<file path="src/rtl/step_pulse_gen.sv">
// step_pulse_gen: step/direction pulse generator with a direction setup delay, abort and a signed position counter.
module step_pulse_gen #(
  parameter int HIGH_CYCLES  = 50,
  parameter int LOW_CYCLES   = 50,
  parameter int SETUP_CYCLES = 10
) (
  input  logic        clock,
  input  logic        reset,
  input  logic        dir_in,
  input  logic [7:0]  val_in,
  input  logic        done_in,
  input  logic        abort,
  output logic        ready,
  output logic        step,
  output logic        dir,
  output logic [15:0] position
);
  typedef enum logic [1:0] {IDLE, SETUP, HIGH, LOW} state_t;
  state_t      r_state, w_nstate;
  logic [31:0] r_cnt, w_cnt;
  logic [7:0]  r_rem, w_rem;
  logic        r_ready, r_step, r_dir;
  logic [15:0] r_pos, w_pos;
  logic        w_go, w_end, w_dir, w_rise;
  assign ready    = r_ready;
  assign step     = r_step;
  assign dir      = r_dir;
  assign position = r_pos;
  assign w_go  = r_state == IDLE && r_ready && done_in && !abort && val_in != 8'd0;
  assign w_end = r_cnt == (r_state == SETUP ? 32'(SETUP_CYCLES - 1) :
                           r_state == HIGH  ? 32'(HIGH_CYCLES - 1)  : 32'(LOW_CYCLES - 1));
  always_ff @(posedge clock) begin
    if (reset) begin
      r_state <= IDLE;
      r_cnt   <= '0;
      r_rem   <= '0;
      r_ready <= 1'b1;
      r_step  <= 1'b0;
      r_dir   <= 1'b0;
      r_pos   <= '0;
    end else begin
      r_state <= w_nstate;
      r_cnt   <= w_cnt;
      r_rem   <= w_rem;
      r_ready <= w_nstate == IDLE;
      r_step  <= w_nstate == HIGH;
      r_dir   <= w_dir;
      r_pos   <= w_pos;
    end
  end
  always_comb begin
    w_nstate = r_state;
    if (abort) w_nstate = IDLE;
    else case (r_state)
      IDLE:    if (w_go) w_nstate = dir_in != r_dir ? SETUP : HIGH;
      SETUP:   if (w_end) w_nstate = HIGH;
      HIGH:    if (w_end) w_nstate = LOW;
      LOW:     if (w_end) w_nstate = r_rem != 8'd0 ? HIGH : IDLE;
      default: w_nstate = IDLE;
    endcase
  end
  // position moves on the edge that raises step, using the direction being driven on that edge
  always_comb begin
    w_dir  = w_go ? dir_in : r_dir;
    w_rise = w_nstate == HIGH && r_state != HIGH;
    w_pos  = w_rise ? r_pos + (w_dir ? 16'd1 : 16'hFFFF) : r_pos;
    w_rem  = abort ? 8'd0 : w_go ? val_in : (r_state == HIGH && w_end) ? r_rem - 8'd1 : r_rem;
    w_cnt  = (w_nstate != r_state || r_state == IDLE) ? 32'd0 : r_cnt + 32'd1;
  end
endmodule

</file>
<file path="config.mk">
export PLATFORM = sky130hd
export DESIGN_NAME = step_pulse_gen
export DESIGN_NICKNAME = d
export VERILOG_FILES = /design/src/rtl/step_pulse_gen.sv
export SDC_FILE = /design/constraint.sdc
export NUM_CORES = 1
export LEC_CHECK = 0
export CAP_MARGIN = 15
export CORE_MARGIN = 3
export CORE_UTILIZATION = 60
export CTS_CLUSTER_SIZE = 12
export DETAILED_ROUTE_END_ITERATION = 16
export PLACE_DENSITY = 0.92
export SYNTH_ARGS = -nofsm -noshare
export SYNTH_HDL_FRONTEND = slang
export SYNTH_SLANG_ARGS = --single-unit
</file>
<file path="constraint.sdc">
create_clock -name clock -period 10.8 [get_ports clock]
set_input_delay 2.16 -clock clock [delete_from_list [all_inputs] [get_ports clock]]
set_output_delay 2.16 -clock clock [all_outputs]
set_load 0.005 [all_outputs]
</file>
==> metrics.txt, run 1 <==
cts hold-fix bufs=0; io pins=32; core area=between 5000 and 6000 µm²; total iterations of the first detailed-routing run=4; chip height=80.7 µm; critical path type=input port to flop; critical path arrival=between 5000 and 6000 ps; setup TNS=0 ps; dpl ws=between 4000 and 5000 ps; RR Endpoint=position[15]; maxcap violations=0; Synth warnings=0; postcts setup bufs=0; highest routed layer=met4; antenna violations before repair=0; CP max FO=18; global-route wire length before repair=13100 µm; placed cell area=3710 µm²; Leak=between 1 and 1.5 nW; period utilisation layout=52.0%; Initial Util=63.6%; net count after synthesis=415; Critical Path Start=val_in[4]; clock-pin slew on the worst setup and hold paths=70 ps; layout cells sized above 1=between 8 and 9%; Final Slew Violations=0; area of the mapped netlist=approximately 3400 µm²; Setup WS post-layout=a little over 5000 ps; Seq/Total Area, Yosys=36.4%; post-layout util=74.6%; Critical Path RT=11030 ps; fin crit period=5620 ps; P&R area growth vs syn=17.2%; # diodes=0; CTS max path bufs=2; H-tree levels=3; # rows=26; Initial DRC Count=between 200 and 250; Yosys reg bits=61; Die Area=6520 µm²; CP endpoint kind=flop; HPWL after detailed placement=5200 µm; wire per inst=15.7 µm; beginning of the worst hold path=r_cnt[0]; routed length on met3=~420 µm; post-CTS sizing=0; highest clock rate=0.178 GHz; Final Net Count=447; startpoint types=input port; Cells after Synth=384; Slew Limit Headroom=between 30% and 40%; Hold Violations, Final=0; Clock Latency Late Sink=340 ps; WL met2=3820 µm; Tot GR Track Use=25.9%; Buffers on Ports=31; Hold WC Path Type=flop to flop; asr flop ratio synth=0%; routed wire length=7720 µm; DRC=0; reg-to-reg startpoint=r_state[0]; Final Skew=9.87 ps; worst slew pin tran=roughly 1000 ps; Die X=between 80 and 90 µm; number of synthesized flops with an enable pin=0; CTS root buf=clkbuf_8; # setup viols final=0; cell area after layout=roughly 3900 µm²; commonest non-fill, non-tap cells in the layout=nor2_1, dfxtp_1, clkdlybuf4s50_1; CTS Buf Count=9; number of global-route vias before repair=2888; Max IR drop VDD=approximately 0.00013 V; power per cell area=152 nW/µm²; clk sink count=61; FF-to-FF path depth=13; CTS tree=built; Vias/cell=5.96; post-synthesis cell type count=56; largest net degree at the start of global routing=33; routability cong.=0.905; Main synth FF type=dfxtp_1; DRT met1 WL=3270 µm; antenna-violating nets left=0; RSZ-0062 raised after global routing=false; flop2flop setup slack=a little over 7000 ps; GRT Residual Overflow=0; syn_area_per_cell=8.73 µm²; WHS=500 ps; crit path capture=position[15]; commonest non-fill, non-tap cell in the layout=nor2_1; status=completed; DR vias=2928
-- layout make-up --
cell class | count | area, µm²
fillers | 384 | 1340
flip-flops and latches | 61 | 1220
inverters | 8 | 30.0
well taps | 70 | 87.6
clock inverters | 7 | 98.8
multi-input cells | 304 | 2050
clock buffers | 9 | 124
repair buffers | 32 | 318
-- flip-flops by register name, summed over array words and instances (netlist names) --
name / flops
r_cnt: 32
position: 16
r_rem: 8
r_state: 2
dir: 1
ready: 1
step: 1
-- layer usage --
layer	vias up	GRT usage, %
li1	1429	-
met1	1376	29.9
met2	100	45.0
met3	23	7.32
met4	0	10.6
met5	-	0
-- where the power goes --
| group | switching [mW] | internal, mW | total (mW) |
|---|---|---|---|
| logic | 0.0659 | 0.0641 | 0.130 |
| registers | 0.00741 | 0.232 | 0.240 |
| clock network | 0.0973 | 0.131 | 0.228 |
-- kinds of logic (layout without fill, tap and decap cells) --
family	Yosys count	in the layout	synth area share (%)
buffers and inverters	19	56	2.39
AOI/OAI and AO/OA	54	54	11.3
DFF	61	61	36.4
adders and majority gates	18	18	6.94
and+or+nand+nor	169	169	25.8
xor gates and xnor gates	50	50	13.1
muxes	13	13	4.11
-- through the flow --
step	cells	power (mW)
2_1_floorplan	384	0.335
3_3_place_gp	475	0.365
3_5_place_dp	475	0.370
4_1_cts	491	0.600
5_1_grt	491	0.624
6_report	491	0.598
-- worst min path at each step --
stage	end	slack, ps	cells past startpoint
after floorplan	r_cnt[0]	440	1
after global placement	r_cnt[0]	460	1
after detailed placement	r_cnt[0]	480	1
after CTS	r_cnt[0]	500	1
after global routing	r_cnt[0]	550	1
final	r_cnt[0]	500	1
-- critical path, cell delays in order --
cell and delay [ps]:
clkdlybuf4s50_1 430, nor4_1 350, nand2_1 110, nand2_1 430, mux2i_1 250, buf_4 270
ha_1 330, a21o_1 230, a31oi_1 250, o221a_2 250, o21ai_0 80, nand2_1 80
mux2_2 340, mux2_4 290
-- Yosys cell counts, types with 9 or more instances --
master    number  area (µm²)
nand2_1       17        63.8
ha_1          17         213
a211oi_1      10        75.1
xor2_1        27         236
mux2i_1       10         100
a21oi_1       16        80.1
nor4_1        10        62.6
nand3_1       16        80.1
xnor2_1       23         201
nand4_1        9        56.3
nor2_1        76         285
dfxtp_1       61        1220
(Power assumes the default switching activity.)
==> inputs of run 2 (changes only) <==
Settings changed: CORE_UTILIZATION 60 to 57, PLACE_DENSITY 0.92 to 0.88.
Clock period 10.8 ns to 5.6 ns, I/O delays scaled along.
==> metrics.txt, run 2 (synthesized netlist as in run 1, its figures left out) <==
antenna-violating nets left=0; RR Endpoint=position[15]; Setup WS post-layout=about 1100 ps; WHS=a little under 500 ps; beginning of the worst hold path=r_cnt[0]; FF-to-FF path depth=13; Final Non-Filler Cells=493; Final Net Count=447; Critical Path Start=val_in[4]; CP max FO=18; setup TNS=0 ps; # setup viols final=0; clk sink count=61; cell with the largest stage delay on the worst path=clkdlybuf4s50_1; placed cell area=roughly 3700 µm²; period utilisation layout=about four fifths; total iterations of the first detailed-routing run=5; HPWL after detailed placement=5040 µm; Inst Count DP=477; Final Skew=~9.4 ps; Die X=82.7 µm; postcts setup bufs=0; # rows=27; Hold WC Path Type=flop to flop; Hold Violations, Final=0; post-CTS sizing=0; reg-to-reg startpoint=r_state[0]; cell area after layout=3930 µm²; CTS root buf=clkbuf_8; wire per inst=roughly 15 µm; Tot GR Track Use=22.6%; clock-pin slew on the worst setup and hold paths=70 ps; # diodes=0; Slew Limit Headroom=32.7%; Clock Latency Late Sink=350 ps; Hold Path End=r_cnt[0]; most used cell, CP=nand2_1; flop2flop setup slack=1860 ps; P&R area growth vs syn=17.2%; layout cells sized above 1=7.36%; core area=5610 µm²; GRT Residual Overflow=0; Leak=1.45 nW; commonest non-fill, non-tap cells in the layout=nor2_1, dfxtp_1, clkdlybuf4s50_1; largest net degree at the start of global routing=33; Final Slew Violations=0; post-layout util=between 70 and 80%; chip height=82.7 µm; Initial Util=between 50% and 60%; number of global-route vias before repair=~2.7k; routed wire length=7220 µm; CTS Buf Count=9; RSZ-0062 raised after global routing=false; DR vias=roughly 2.8k; status=completed; Max IR drop VDD=0.000154 V; Worst path max stage delay=~420 ps; critical path, cell by cell=clkdlybuf4s50_1 -> nor4_1 -> nand2_1 -> nand2_1 -> mux2i_1 -> buf_4 -> ha_1 -> a211oi_1 -> o21a_1 -> o221a_2 -> o21ai_0 -> nand2_1 -> mux2_2 -> mux2_4; routability cong.=approximately 0.85; antenna violations before repair=0; Vias/cell=5.72; fin crit period=4530 ps; maxcap violations=0; io pins=32; cts hold-fix bufs=0; Initial DRC Count=117; global-route wire length before repair=12000 µm; H-tree levels=3; Die Area=around 6800 µm²; CTS tree=built; DRC=0; CTS max path bufs=2; Critical Path RT=5840 ps; power per cell area=291 nW/µm²; Largest register FFs=32; dpl ws=754 ps; Buffers on Ports=31; CP endpoint kind=flop; startpoint types=input port; Largest Register=r_cnt; critical path arrival=4760 ps; worst slew pin tran=1010 ps; commonest non-fill, non-tap cell in the layout=nor2_1; highest clock rate=0.221 GHz; worst hold stages=1; critical path type=input port to flop; Final Total Pwr=1.14 mW
[run 2: worst max-delay path by stage]
| stage | to | cells past startpoint |
|---|---|---|
| after floorplan | position[15] | 12 |
| after global placement | position[15] | 14 |
| after detailed placement | position[15] | 14 |
| after CTS | position[15] | 14 |
| after global routing | position[15] | 14 |
| final | position[15] | 14 |
[run 2: power by group]
group          total (mW)  internal, mW  switching, mW
Clock               0.435         0.264          0.171
Combinational       0.248         0.123          0.124
Sequential          0.462         0.448         0.0136
Total                1.14         0.835          0.309
[run 2: per-layer routing]
layer / global-route usage [%] / vias to the layer above / wire (µm)
li1: - / 1423 / -
met1: 26.8 / 1330 / 3270
met4: 8.33 / 0 / 109
met3: 7.27 / 13 / 361
met5: 0 / - / 0
met2: 38.2 / 56 / 3480
[run 2: worst max-delay path: cells and delay by family]
family / cells / cell delay, ps
compound gates: 4 / 900
simple gates: 4 / 890
mux: 3 / 870
buf+inv: 2 / 680
fa+ha+maj: 1 / 300
[run 2: cell type report]
cell class | count | area [µm²]
clock buffer | 13 | 149
clock inverter | 3 | 68.8
fill | 446 | 1680
inverter | 8 | 30.0
multi-input combinational | 304 | 2050
sequential | 61 | 1220
tap | 72 | 90.1
timing repair buffer | 32 | 318
==> inputs of run 3 (changes only) <==
Clock period 5.6 ns to 4.7 ns, I/O delays scaled along.
==> metrics.txt, run 3 (synthesized netlist as in run 1, its figures left out) <==
status=completed; dpl ws=350 ps; # rows=27; Final Skew=12.7 ps; M3 GR Usage=7.05%; Setup WS post-layout=552 ps; Inst Count DP=480; gr busiest metal=met2; period utilisation layout=88.2%; Clock Latency Late Sink=350 ps; FF-to-FF path depth=14; startpoint types=input port; Final Slew Violations=0; Hold WC Path Type=flop to flop; met1 Usage GRT=27.3%; power per cell area=334 nW/µm²; Hold Violations, Final=0; Largest Register=r_cnt; Die Area=6840 µm²; CTS max path bufs=2; antenna violations before repair=0; routed wire length=7360 µm; Critical Path Start=val_in[5]; commonest non-fill, non-tap cells in the layout=nor2_1, dfxtp_1, clkdlybuf4s50_1; highest clock rate=0.241 GHz; CP endpoint kind=flop; H-tree levels=3; io pins=32; critical path arrival=roughly 4400 ps; number of global-route vias before repair=roughly 2.8k; Largest register FFs=32; post-CTS sizing=0; Initial DRC Count=151; Buffers on Ports=31; Max IR drop VDD=0.000232 V; CTS tree=built; Final Total Pwr=1.31 mW; maxcap violations=0; wire per inst=14.8 µm; # diodes=0; Tot GR Track Use=between 20% and 30%; P&R area growth vs syn=17.3%; Die X=82.7 µm; RSZ-0062 raised after global routing=false; commonest non-fill, non-tap cell in the layout=nor2_1; Initial Util=59.8%; largest net degree at the start of global routing=33; global-route wire length before repair=12200 µm; # setup viols final=0; crit path capture=position[15]; postcts setup bufs=0; core area=5610 µm²; CTS root buf=clkbuf_8; clk sink count=61; cts hold-fix bufs=0; CTS Buf Count=9; RR Endpoint=position[15]; critical path type=input port to flop; fin crit period=4150 ps; chip height=~83 µm; Final Net Count=450; layout cells sized above 1=8.73%; flop2flop setup slack=about 1200 ps; Slew Limit Headroom=between 20% and 30%; Vias/cell=5.81; routability cong.=0.882; Leak=between 1 and 1.5 nW; clock-pin slew on the worst setup and hold paths=60 ps; CP max FO=10; DR vias=2883; setup TNS=0 ps; antenna-violating nets left=0; GRT Residual Overflow=0; DRC=0; met2 GRT Util=39.4%; total iterations of the first detailed-routing run=4; Final Non-Filler Cells=496; reg-to-reg startpoint=r_state[0]; HPWL after detailed placement=between 5000 and 6000 µm; worst slew pin tran=around 1100 ps; Critical Path RT=4930 ps
## run 3: cell count changes in the layout (fill, tap and decap cells not counted)
cell        delta
bufinv_16      -1
inv_6          +1
clkbuf_1       -3
clkinvlp_4     +3
clkinv_2       +1
buf_4          +3
clkbuf_8       -1
## run 3: worst min-delay path by stage
stage          startpoint       end  slack (ps)  depth (start not counted)
3_5_place_dp     r_cnt[0]  r_cnt[0]         470                          1
5_1_grt          r_cnt[0]  r_cnt[0]         540                          1
6_report         r_cnt[0]  r_cnt[0]         510                          1
3_3_place_gp     r_cnt[0]  r_cnt[0]         460                          1
2_1_floorplan    r_cnt[0]  r_cnt[0]         440                          1
4_1_cts          r_cnt[0]  r_cnt[0]         520                          1
## run 3: worst max-delay path: stages
cell	delay (ps)
clkdlybuf4s50_1	430
nor4_1	310
nand2_1	130
nand2_1	140
mux2i_1	230
buf_4	220
buf_4	190
ha_1	290
and2_1	200
o21a_1	190
nor4_1	200
o21ai_0	150
nand2_1	110
mux2_2	360
mux2_4	290
## run 3: power breakdown
group	switching, mW	total [mW]	internal, mW
registers	0.0162	0.550	0.533
clock network	0.221	0.467	0.246
logic	0.148	0.297	0.149
total	0.386	1.31	0.928
## run 3: area by class of cell
cell class | count | area [µm²]
multi-input cells | 304 | 2050
fillers | 443 | 1680
flip-flops and latches | 61 | 1220
repair buffers | 35 | 340
clock buffers | 9 | 124
well taps | 72 | 90.1
clock inverters | 7 | 75.1
inverters | 8 | 30.0
## run 3: metrics by stage
stage / cell area [µm²] / hold WS, ps / util (%)
2_1_floorplan: 3350 / 444 / -
3_3_place_gp: 3730 / 460 / 66.6
3_5_place_dp: 3730 / 472 / 66.6
4_1_cts: 3930 / 520 / 70.1
5_1_grt: 3930 / 538 / 70.1
6_report: 3930 / 505 / 70.1
## run 3: layer usage
metal | vias to the layer above | wire length [µm]
li1 | 1432 | -
met1 | 1326 | 3140
met2 | 106 | 3580
met3 | 19 | 463
met4 | 0 | 171
met5 | - | 0
